### src/rtl/muldiv_pkg.sv
// Shared definitions for the RV32M multiply/divide sequencer: M-op codes,
// sequencer states and the iteration count.
package muldiv_pkg;

    localparam logic [4:0] ALUOP_MUL    = 5'b01000;
    localparam logic [4:0] ALUOP_MULH   = 5'b01001;
    localparam logic [4:0] ALUOP_MULHSU = 5'b01010;
    localparam logic [4:0] ALUOP_MULHU  = 5'b01011;
    localparam logic [4:0] ALUOP_DIV    = 5'b01100;
    localparam logic [4:0] ALUOP_DIVU   = 5'b01101;
    localparam logic [4:0] ALUOP_REM    = 5'b01110;
    localparam logic [4:0] ALUOP_REMU   = 5'b01111;

    localparam int MD_ITER = 32;

    typedef enum logic [2:0] {
        MD_IDLE,
        MD_PREP,
        MD_CALC,
        MD_FIX,
        MD_DONE
    } md_state_t;

    function automatic logic is_mop(input logic [4:0] op);
        return op[4:3] == 2'b01;
    endfunction

endpackage

### src/rtl/muldiv_datapath.sv
// Shift registers and shared add/subtract unit for one-bit-per-cycle
// shift-add multiply and restoring divide on unsigned magnitudes.
module muldiv_datapath #(
    parameter int W = 32
) (
    input  logic         clk,
    input  logic         rst,
    input  logic         init,
    input  logic         step,
    input  logic         is_div,
    input  logic [W-1:0] load_a,
    input  logic [W-1:0] load_b,
    output logic [W-1:0] hi,
    output logic [W-1:0] lo
);

    logic [W-1:0] acc_reg, acc_next;
    logic [W-1:0] mq_reg, mq_next;
    logic [W-1:0] b_reg;
    logic [W:0]   shifted;
    logic [W:0]   add_a, add_b;
    logic [W+1:0] sum;
    logic [W:0]   mul_sel;

    // Subtraction is a + ~b + 1; the carry out of bit W+1 means "no borrow".
    always_comb begin
        shifted = {acc_reg, mq_reg[W-1]};
        add_a   = is_div ? shifted : {1'b0, acc_reg};
        add_b   = is_div ? ~{1'b0, b_reg} : {1'b0, b_reg};
        sum     = {1'b0, add_a} + {1'b0, add_b} + {{(W+1){1'b0}}, is_div};
        mul_sel = mq_reg[0] ? sum[W:0] : {1'b0, acc_reg};
    end

    always_comb begin
        acc_next = acc_reg;
        mq_next  = mq_reg;
        if (step) begin
            if (is_div) begin
                if (sum[W+1]) begin
                    acc_next = sum[W-1:0];
                    mq_next  = {mq_reg[W-2:0], 1'b1};
                end else begin
                    acc_next = shifted[W-1:0];
                    mq_next  = {mq_reg[W-2:0], 1'b0};
                end
            end else begin
                acc_next = mul_sel[W:1];
                mq_next  = {mul_sel[0], mq_reg[W-1:1]};
            end
        end
    end

    always_ff @(posedge clk or posedge rst) begin
        if (rst) begin
            acc_reg <= '0;
            mq_reg  <= '0;
            b_reg   <= '0;
        end else if (init) begin
            acc_reg <= '0;
            mq_reg  <= load_a;
            b_reg   <= load_b;
        end else begin
            acc_reg <= acc_next;
            mq_reg  <= mq_next;
        end
    end

    assign hi = acc_reg;
    assign lo = mq_reg;

endmodule

### src/rtl/muldiv_sequencer.sv
// RV32M multiply/divide sequencer: FSM, sign handling, special cases and
// pipeline stall/done signalling around the iterative datapath.
module muldiv_sequencer
    import muldiv_pkg::*;
#(
    parameter int XLEN = 32
) (
    input  logic            CLK,
    input  logic            RESET,
    input  logic            START,
    input  logic [4:0]      ALUOP,
    input  logic [XLEN-1:0] OPERAND1,
    input  logic [XLEN-1:0] OPERAND2,
    input  logic            FLUSH,
    output logic            BUSY,
    output logic            DONE,
    output logic [XLEN-1:0] RESULT
);

    md_state_t         state_reg, state_next;
    logic [4:0]        count_reg, count_next;
    logic [2:0]        op_reg;
    logic [XLEN-1:0]   op1_reg, op2_reg;
    logic              neg_reg, rem_neg_reg;
    logic [XLEN-1:0]   result_next;

    logic              accept, init, step;
    logic              is_div, is_rem, sign1, sign2, neg1, neg2;
    logic [XLEN-1:0]   mag1, mag2, hi, lo;
    logic              div_zero, div_ovf, special;
    logic [XLEN-1:0]   special_result, fix_result;
    logic [2*XLEN-1:0] product, prod_fix;

    assign accept = START & is_mop(ALUOP) & ~FLUSH;

    // op_reg holds ALUOP[2:0]: bit 2 selects divide, bit 0 marks unsigned divide.
    assign is_div = op_reg[2];
    assign is_rem = op_reg[1];
    assign sign1  = is_div ? ~op_reg[0] : (op_reg[1] ^ op_reg[0]);
    assign sign2  = is_div ? ~op_reg[0] : (op_reg[1:0] == 2'b01);
    assign neg1   = sign1 & op1_reg[XLEN-1];
    assign neg2   = sign2 & op2_reg[XLEN-1];
    assign mag1   = neg1 ? -op1_reg : op1_reg;
    assign mag2   = neg2 ? -op2_reg : op2_reg;

    assign div_zero = is_div & (op2_reg == '0);
    assign div_ovf  = is_div & ~op_reg[0] & (op1_reg == {1'b1, {(XLEN-1){1'b0}}}) & (&op2_reg);
    assign special  = div_zero | div_ovf;
    assign special_result = div_zero ? (is_rem ? op1_reg : '1) : (is_rem ? '0 : op1_reg);

    assign product  = {hi, lo};
    assign prod_fix = neg_reg ? -product : product;

    always_comb begin
        fix_result = '0;
        if (is_div) begin
            if (is_rem) fix_result = rem_neg_reg ? -hi : hi;
            else        fix_result = neg_reg ? -lo : lo;
        end else if (op_reg[1:0] == 2'b00) begin
            fix_result = prod_fix[XLEN-1:0];
        end else begin
            fix_result = prod_fix[2*XLEN-1:XLEN];
        end
    end

    always_comb begin
        state_next  = state_reg;
        count_next  = count_reg;
        result_next = RESULT;
        init        = 1'b0;
        step        = 1'b0;
        case (state_reg)
            MD_IDLE: if (accept) state_next = MD_PREP;
            MD_PREP: begin
                if (special) begin
                    state_next  = MD_DONE;
                    result_next = special_result;
                end else begin
                    state_next = MD_CALC;
                    count_next = 5'(MD_ITER - 1);
                    init       = 1'b1;
                end
            end
            MD_CALC: begin
                step       = 1'b1;
                count_next = count_reg - 5'd1;
                if (count_reg == 5'd0) state_next = MD_FIX;
            end
            MD_FIX: begin
                state_next  = MD_DONE;
                result_next = fix_result;
            end
            MD_DONE: state_next = MD_IDLE;
            default: state_next = MD_IDLE;
        endcase
        // A flushed instruction must leave no architectural trace.
        if (FLUSH) begin
            state_next  = MD_IDLE;
            result_next = RESULT;
            init        = 1'b0;
            step        = 1'b0;
        end
    end

    always_ff @(posedge CLK or posedge RESET) begin
        if (RESET) begin
            state_reg   <= MD_IDLE;
            count_reg   <= '0;
            op_reg      <= '0;
            op1_reg     <= '0;
            op2_reg     <= '0;
            neg_reg     <= 1'b0;
            rem_neg_reg <= 1'b0;
            RESULT      <= '0;
        end else begin
            state_reg <= state_next;
            count_reg <= count_next;
            RESULT    <= result_next;
            if (state_reg == MD_IDLE && accept) begin
                op_reg  <= ALUOP[2:0];
                op1_reg <= OPERAND1;
                op2_reg <= OPERAND2;
            end
            if (init) begin
                neg_reg     <= neg1 ^ neg2;
                rem_neg_reg <= neg1;
            end
        end
    end

    muldiv_datapath #(.W(XLEN)) u_datapath (
        .clk    (CLK),
        .rst    (RESET),
        .init   (init),
        .step   (step),
        .is_div (is_div),
        .load_a (mag1),
        .load_b (mag2),
        .hi     (hi),
        .lo     (lo)
    );

    assign BUSY = ((state_reg == MD_IDLE) & accept)
                | (state_reg == MD_PREP) | (state_reg == MD_CALC) | (state_reg == MD_FIX);
    assign DONE = (state_reg == MD_DONE);

endmodule

### config.mk
export PLATFORM = sky130hd
export DESIGN_NAME = muldiv_sequencer
export DESIGN_NICKNAME = d
export VERILOG_FILES = /design/src/rtl/muldiv_pkg.sv /design/src/rtl/muldiv_datapath.sv /design/src/rtl/muldiv_sequencer.sv
export SDC_FILE = /design/constraint.sdc
export NUM_CORES = 1
export LEC_CHECK = 0
export ABC_AREA = 1
export ABC_CLOCK_PERIOD_IN_PS = 15400
export BUFFER_PORTS_ARGS = -buffer_cell sky130_fd_sc_hd__buf_2
export CORE_ASPECT_RATIO = 1.2
export CORE_MARGIN = 1
export CORE_UTILIZATION = 30
export CTS_BUF_LIST = sky130_fd_sc_hd__clkbuf_8
export DETAILED_ROUTE_END_ITERATION = 10
export GPL_TIMING_DRIVEN = 0
export SYNTH_ARGS = -nofsm -noshare
export SYNTH_HDL_FRONTEND = slang
export SYNTH_SLANG_ARGS = --single-unit
### constraint.sdc
create_clock -name CLK -period 15.4 [get_ports CLK]
set_input_delay 1.54 -clock CLK [delete_from_list [all_inputs] [get_ports CLK]]
set_output_delay 1.54 -clock CLK [all_outputs]
set_load 0.005 [all_outputs]
=== Word-level counts from Yosys, hierarchy flattened ===
Index checks and enable logic that the tools add are counted.

* Bits of input ports: 73
* Flip-flop bits (word level): 205

* Mux-type cells: 38
* Reductions and logical operators: 12
* Eq/ne operators: 11
* Add/subtract/negate cells: 8
* Bitwise operators: 18

{| class="wikitable"
|+ Operators with widths
! cell !! count
|-
| 32-bit 2-to-1 mux || 18
|-
| 32-bit negator || 4
|-
| 33-bit 2-to-1 mux || 3
|-
| 64-bit 2-to-1 mux || 1
|-
| 64-bit negator || 1
|-
| 32-bit case mux with 2 select lines || 1
|-
| 33-bit by 33-bit adder with 34-bit output || 1
|-
| 34-bit by 1-bit adder with 34-bit output || 1
|-
| 32-bit inverter with 33-bit output || 1
|-
| 32-bit == test, second input constant || 1
|-
| 32-bit logical NOT || 1
|-
| 32-bit AND reduction || 1
|-
| 3-bit 2-to-1 mux || 4
|-
| 3-bit case mux with 4 select lines || 1
|-
| 5-bit case mux with 2 select lines || 1
|-
| 1-bit bitwise AND || 9
|-
| 1-bit 2-to-1 mux || 8
|-
| 3-bit by 2-bit == test with 1-bit output, second input constant || 2
|-
| 3-bit != test, second input constant || 2
|-
| 2-bit nonzero test || 3
|-
| 5-bit logical NOT || 1
|-
| 5-bit 2-to-1 mux || 1
|-
| 5-bit by 1-bit subtractor with 5-bit output, second input constant || 1
|-
| 2-bit by 1-bit == test with 1-bit output, second input constant || 2
|-
| 11 further kinds || 18
|}

=== Longest topological paths before layout ===
Gate-level depths: netlist (run 1).

* Depth after elaboration: 9
* Depth in mapped cells: 22
* Depth with buffers taken out: 20

=== Cells and area by module ===
Synthesis (run 1) repeated with hierarchy kept, for this count alone.

* Cell total of the unflattened synthesis: 3071
* Area, all modules: 18850.6 um^2

{| class="wikitable"
|+ Modules (own cells, without submodules)
! module !! times used !! cells an instance !! area an instance (um^2) !! sequential area each (um^2)
|-
| muldiv_sequencer || 1 || 1866 || 10787.8 || 2727.6
|-
| muldiv_datapath || 1 || 1205 || 8062.7 || 2402.3
|}

=== Worst setup path before layout (run 1) ===
No wires, ideal clock.

* Kind: input -> output
* Start point: in FLUSH
* End point: out BUSY
* Path slack: 11.340 ns
* Arrival: 2.520 ns
* Stages on the path: 5
* Path buffers: 2
* Cell sequence: nor2_1 -> nand3_1 -> clkbuf_1 -> buf_1 -> nand3_1

* Word-level cells in the longest chain between the ends: 6

{| class="wikitable"
|+ Ends and longest elaborated chain
! item !! RTL line !! RTL
|-
| from (decl) || muldiv_sequencer.sv:14 || <nowiki>input logic FLUSH,</nowiki>
|-
| 1-bit inverter (no line) || - ||
|-
| 1-bit bitwise AND || muldiv_sequencer.sv:34 || <nowiki>assign accept = START & is_mop(ALUOP) & ~FLUSH;</nowiki>
|-
| 1-bit bitwise AND || muldiv_sequencer.sv:143 || <nowiki>assign BUSY = ((state_reg == MD_IDLE) & accept)</nowiki>
|-
| 1-bit bitwise OR (3 in series) || muldiv_sequencer.sv:144 || <nowiki>| (state_reg == MD_PREP) | (state_reg == MD_CALC) | (state_reg == MD_FIX);</nowiki>
|-
| to (decl) || muldiv_sequencer.sv:15 || <nowiki>output logic BUSY,</nowiki>
|}

Every way passes these cells.

=== Worst setup path in the final report (run 1) ===
* Start point: reg op_reg[2]
* End point: reg u_datapath.acc_reg[28] (netlist: u_datapath.hi[28])

* Word-level cells in the longest chain between the ends: 8
* Elaborated cells between the ends (all ways): 18
* Those cells by class: add/sub (2); mux (10); bitwise (5); reduce/logical (1)

{| class="wikitable"
|+ Ends and longest elaborated chain
! item !! RTL line !! RTL
|-
| from (decl) || muldiv_sequencer.sv:22 || <nowiki>logic [2:0] op_reg;</nowiki>
|-
| from (signal assigned) || muldiv_sequencer.sv:120 || <nowiki>op_reg <= ALUOP[2:0];</nowiki>
|-
| branches (longest 8 deep; another with 33-bit by 33-bit adder with 34-bit output) || - ||
|-
| to (signal assigned) || muldiv_datapath.sv:63 || <nowiki>acc_reg <= acc_next;</nowiki>
|-
| to (decl) || muldiv_datapath.sv:17 || <nowiki>logic [W-1:0] acc_reg, acc_next;</nowiki>
|}

Several ways; the timed one is not identified. The select of a mux whose other input is x is not followed.
A chain may end at the register's enable or synchronous reset.

==> reports/results.txt, run 1 <==
CTS max path bufs - 3
Core Footprint - 63100 um2
WL final - 90800 um
Finished layout cell area - 21600 um2
Vias - 22278
Clock root cell - clkbuf_8
DRT iter0 DRCs - 2257
RSZ-0062 raised after global routing - false
Die Height - 278 um
WHS Path Cells - 2
Fillers - 7129
TritonCTS clock tree - built
R2R setup slack - 10080 ps
Initial Util - 30.3%
Post-synthesis sequential area ratio - 26.9%
Max Cap Viol - 0
Drc violations - 0
Setup repair bufs after CTS - 0
Status - complete, no violations
Launching point of the worst reg2reg path - op_reg[2]$_DFFE_PP0P_
Gr busiest metal - met2
Pwr dens - 278 nW/um2
Req. time, crit path - 15970 ps
Worst path arrival time - 5890 ps
Nets - 3470
Cts hold-fix bufs - 0
EDFF count, synth - 0
Grt ovf - 0
Placed cell areas - 20700 um2
Num rows - 101
Total negative slack - 0 ps
# setup viols final - 0
Max Freq - 188 MHz
CP Max Fanout - 10
Gr usage total - 27.9%
Latest clock arrival within the worst-skew pair - 650 ps
Final Wtd Congestion - 1.05
CP Buf/Inv Count - 5
Main synth FF type - dfrtp_1
CP Class - reg -> reg
Commonest non-fill, non-tap cell in the layout - nand2_1
Slew headroom - 22.6%
#FFs+latches synth - 205
Met2 usage - 44.5%
CTS sink count - 205
Initial antenna violation count - 1
Mapped Area - 19100 um2
Commonest cells after routing, fill and taps aside - nand2_1 (1050), nor2_1 (437), inv_1 (300)
Area Overhead vs Synth - 12.9%
Hold endpoint - RESULT[25]$_DFFE_PP0P_
Reg2Reg Depth - 17
Critical-path top delay cell - clkbuf_1
First-pass GRT wire length - 134000 um
Syn nets - 3322
Post-cts sizing count - 0
Die X - 232 um
Share of cells above drive strength 1 - 7.48%
Clk slew on worst S/H paths - 60 ps
Ys Warns - 0
Final worst slack - 10080 ps
Worst Hold Launch - RESULT[25]$_DFFE_PP0P_
Max VDD drop - 102 uV
Dpl ws - 10340 ps
Synth cell types - 49
Crit-path cells - buf_2, clkbuf_1, clkbuf_1, buf_2, xor2_1, ha_1, a21oi_1, o21ai_0, nand2_1, nand2_1, a21oi_1, nand3_2, inv_1, o21ai_0, nand2_1, nand3_1, nand2_1
Die area - 64700 um2
Startpoint Class - flop
Hpwl dp - 72700 um
Vias in the first global route - 21207
Final Hold Fails - 0
Worst hold-check path type - reg -> reg
H-tree depth - 2
Type of destination of the critical path - flop
Reg-to-Reg End - u_datapath.hi[28]$_DFFE_PP0P_
Setup Skew - 55.9 ps
Worst-Margin Slew - 1160 ps
Family with the most delay on the worst path - buffers and inverters
Grt met3 use - 3.98%
Number of buffers created by CTS - 39
Leak - 10.7 nW
Syn_area_per_cell - 5.96 um2
Port Buffers - 106
Minimum clock period - 5320 ps
M1 GR Usage - 35.0%
First-pass iteration count of the detailed router - 6
Final worst path period share - 34.6%
Detail Route Antenna Nets - 0
Top Ports - 107
Async S/R FF share, synth - 100%
Final Max Tran Viols - 0
CP peak stage delay - 630 ps
Cell mode on critical path - nand2_1
Routed wire per std cell - 21.6 um
Largest net degree at the start of global routing - 114
Syn Inst Count - 3208
DR vias/cell - 5.29
-- how the worst max path moves through the flow --
stage	from	to	slack [ps]	cells past startpoint
2_1_floorplan	RESET	RESULT[0]$_DFFE_PP0P_	8260	1
5_1_grt	op_reg[2]$_DFFE_PP0P_	u_datapath.hi[29]$_DFFE_PP0P_	9890	20
3_3_place_gp	RESET	RESULT[20]$_DFFE_PP0P_	5400	2
4_1_cts	op_reg[2]$_DFFE_PP0P_	u_datapath.hi[28]$_DFFE_PP0P_	10310	16
6_report	op_reg[2]$_DFFE_PP0P_	u_datapath.hi[28]$_DFFE_PP0P_	10080	17
3_5_place_dp	op_reg[2]$_DFFE_PP0P_	u_datapath.hi[28]$_DFFE_PP0P_	10340	16
-- Yosys cell counts (2+ instances only) --
library cell	number	area (um2)
o21bai_1	5	37.5
nor2_4	2	22.5
o22ai_1	6	37.5
nand4_1	26	163
nand3_1	284	1420
nand3b_1	8	60.1
buf_2	30	150
dfrtp_1	205	5130
nand3_2	2	20.0
o21ai_0	194	971
clkbuf_1	101	379
buf_1	24	90.1
a21oi_1	181	906
xor2_1	117	1020
o21ai_1	24	120
inv_1	292	1100
a31oi_1	7	43.8
o211ai_1	70	526
nor2_2	6	37.5
or2_2	3	18.8
nor2_1	437	1640
xnor2_1	4	35.0
nor4_1	8	50.1
and2_1	3	18.8
inv_2	5	18.8
mux2_2	19	214
o21a_1	2	15.0
nor3_1	24	120
buf_6	5	56.3
nor3_2	3	30.0
nand2_1	1050	3940
ha_1	40	500
buf_4	3	22.5
nand2_4	2	22.5
a21o_1	2	15.0
-- per-stage QoR --
| stage | utilization (%) | cells | total power, W | hold WS (ps) |
|---|---|---|---|---|
| 2_1_floorplan | - | 3208 | 0.00379 | 468 |
| 6_report | 34.2 | 4208 | 0.00600 | 472 |
| 5_1_grt | 34.2 | 4208 | 0.00647 | 490 |
| 3_3_place_gp | 32.8 | 4138 | 0.00525 | 461 |
| 4_1_cts | 34.2 | 4207 | 0.00589 | 476 |
| 3_5_place_dp | 32.8 | 4139 | 0.00525 | 461 |
-- routing by layer --
metal / part of all wire, % / up-vias
met3: 7.2 / 283
met1: 41 / 10328
met2: 45 / 1032
met5: 0 / -
met4: 7.1 / 0
li1: - / 10635
-- worst min-delay path: cells and delay by family, from the launching register on --
kind / cells / cell delay (ps)
AND/OR/NAND/NOR: 2 / 100
flip-flops: 1 / 330
-- final cells by class --
cell class                      instances  area, um2  share of cell area [%]
Clock buffer                           45        619                    2.87
Timing Repair Buffer                  107        558                    2.59
Buffer                                163        698                    3.24
Multi-Input combinational cell       2541      12200                    56.4
Sequential cell                       205       5130                    23.8
Inverter                              299       1130                    5.25
Tap cell                              824       1030                    4.78
Clock inverter                         23        240                    1.11
Antenna cell                            1       2.50                  0.0116
-- kinds of logic after synthesis --
| family | synth area share (%) |
|---|---|
| AO/OA/AOI/OAI | 14.2 |
| XOR/XNOR | 5.55 |
| adder cells (fa/ha/maj) | 2.72 |
| buffers and inverters | 9.53 |
| flip-flops | 26.9 |
| multiplexers | 1.12 |
| AND/OR/NAND/NOR | 40.0 |
-- power breakdown --
part           switching, W  leakage [nW]  internal, W  total [W]
logic               0.00304          7.75      0.00123    0.00427
clock network      0.000278         0.464     0.000338   0.000617
registers          0.000326          2.47     0.000778    0.00110
total               0.00364          10.7      0.00235    0.00600
Power figures use the tool's default switching activity.
==> run 2, diff against run 1 <==
--- a/config.mk
+++ b/config.mk
@@ -6,7 +6,7 @@
 export NUM_CORES = 1
 export LEC_CHECK = 0
 export ABC_AREA = 1
-export ABC_CLOCK_PERIOD_IN_PS = 15400
+export ABC_CLOCK_PERIOD_IN_PS = 4800
 export BUFFER_PORTS_ARGS = -buffer_cell sky130_fd_sc_hd__buf_2
 export CORE_ASPECT_RATIO = 1.2
 export CORE_MARGIN = 1
==> constraint.sdc (replaced) <==
create_clock -name CLK -period 4.8 [get_ports CLK]
set_input_delay 0.48 -clock CLK [delete_from_list [all_inputs] [get_ports CLK]]
set_output_delay 0.48 -clock CLK [all_outputs]
set_load 0.005 [all_outputs]
==> run 2 against run 1 <==
Net effect: combinational power grew to 3.3 times the previous value; sequential share of layout area is 0.099 points lower; utilization increased by 0.14 points; clock skew fell by 14 ps; worst hold slack worse by 400 ps; global-route usage increased by 0.62 points; largest power group unchanged.
==> reports/results.txt, run 2 (synthesis results as in run 1) <==
Status - complete, no violations
Grt ovf - 0
Vias - 22350
CP Max Fanout - 10
Fin cells - 4216
Vias in the first global route - 21734
Drc violations - 0
Setup Skew - 42.3 ps
Gr busiest metal - met2
Placed cell areas - 20800 um2
Clk slew on worst S/H paths - 60 ps
Max Freq - 217 MHz
Worst hold-check path type - in -> reg
Share of cells above drive strength 1 - 7.88%
Detail Route Antenna Nets - 0
Initial antenna violation count - 1
Req. time, crit path - 5370 ps
Worst path arrival time - 5170 ps
Num rows - 101
CTS max path bufs - 3
Number of buffers created by CTS - 39
Die X - 232 um
Die area - 64700 um2
Die Height - 278 um
Clock root cell - clkbuf_8
Final Wtd Congestion - 0.998
Area Overhead vs Synth - 13.3%
Met2 usage - 45.8%
TritonCTS clock tree - built
CTS sink count - 205
Routed wire per std cell - 21.8 um
Worst-Margin Slew - 1110 ps
Max Cap Viol - 0
Final Hold Fails - 0
DRT iter0 DRCs - 2184
# setup viols final - 0
Final worst slack - 199 ps
Type of destination of the critical path - flop
DR vias/cell - 5.30
Top Ports - 107
Finished layout cell area - 21700 um2
H-tree depth - 2
Setup repair bufs after CTS - 0
Slew headroom - 25.5%
Placed cells - 4144
Latest clock arrival within the worst-skew pair - 640 ps
Largest net degree at the start of global routing - 40
Commonest non-fill, non-tap cell in the layout - nand2_1
Final Max Tran Viols - 0
CP Class - reg -> reg
Minimum clock period - 4600 ps
Pwr dens - 894 nW/um2
Commonest cells after routing, fill and taps aside - nand2_1 (1050), nor2_1 (437), inv_1 (299)
Initial Util - 30.3%
Grt met3 use - 4.09%
Max VDD drop - 300 uV
Startpoint Class - flop
Core Footprint - 63100 um2
Leak - 10.8 nW
Port Buffers - 106
First-pass GRT wire length - 137000 um
First-pass iteration count of the detailed router - 6
M1 GR Usage - 35.2%
RSZ-0062 raised after global routing - false
WL final - 92100 um
Final worst path period share - 95.8%
Dpl ws - -66.2 ps
Hpwl dp - 74600 um
Gr usage total - 28.5%
Nets - 3475
[run 2: cell types whose count changed in the layout (fill, tap and decap cells not counted), moves of 2 or more]
cell      previous run  this run
buf_12               0         6
clkbuf_2             0         6
clkinv_2             5        11
clkbuf_1           101        96
buf_1               24        21
clkinv_8             2         0
[run 2: cell type report]
cell class / instances / area, um2
Fill cell: 7084 / 41400
Multi-Input combinational cell: 2541 / 12200
Sequential cell: 205 / 5130
Inverter: 299 / 1130
Tap cell: 824 / 1030
Buffer: 162 / 711
Timing Repair Buffer: 113 / 661
Clock buffer: 45 / 619
Clock inverter: 25 / 216
Antenna cell: 2 / 5.00
[run 2: critical path, stage by stage (launching register included)]
cell and delay [ps]:
dfrtp_1 490, clkbuf_4 360, clkbuf_2 330, clkbuf_2 360
buf_2 340, xor2_1 430, ha_1 390, a21oi_1 240
o21ai_0 150, nand2_1 80, nand2_1 50, a21oi_1 260
nand3_2 240, inv_1 380, o21ai_0 160, nand2_1 100
nand3_1 70, nand2_1 90
[run 2: routing by layer]
| layer | up-vias | wire, um |
|---|---|---|
| li1 | 10639 | - |
| met4 | 0 | 6840 |
| met2 | 1009 | 41900 |
| met3 | 313 | 6250 |
| met1 | 10389 | 37100 |
| met5 | - | 0 |
[run 2: worst paths after layout]
check	startpoint	end	slack [ps]	cells past startpoint
max in group asynchronous	RESET	u_datapath.hi[27]$_DFFE_PP0P_	3400	6
max	op_reg[2]$_DFFE_PP0P_	u_datapath.hi[28]$_DFFE_PP0P_	200	17
max reg2reg	op_reg[2]$_DFFE_PP0P_	u_datapath.hi[28]$_DFFE_PP0P_	200	17
min reg2reg	RESULT[13]$_DFFE_PP0P_	RESULT[13]$_DFFE_PP0P_	470	2
min in group asynchronous	RESET	RESULT[12]$_DFFE_PP0P_	350	3
min	OPERAND2[17]	op2_reg[17]$_DFFE_PP0P_	70	2
[run 2: timing repair]
action                                 4_1_cts  5_1_grt
setup endpoints to repair                   18       33
hold buffers                                 1        0
endpoints found under the hold margin        7        0
resized for setup                            2        8
[run 2: power by group]
part | switching, W | internal (W) | leakage, nW | total [W]
clock network | 0.000898 | 0.00104 | 0.467 | 0.00194
logic | 0.00988 | 0.00398 | 7.82 | 0.0139
registers | 0.00106 | 0.00250 | 2.47 | 0.00355
[run 2: through the flow]
step                power [W]  hold slack [ps]  TNS [ps]  util (%)
floorplan              0.0122              468         0         -
global placement       0.0170              462      -192      32.8
detailed placement     0.0170              433      -342      33.0
CTS                    0.0190             38.2         0      34.3
global route           0.0209             50.2         0      34.3
finish                 0.0194             74.3         0      34.3
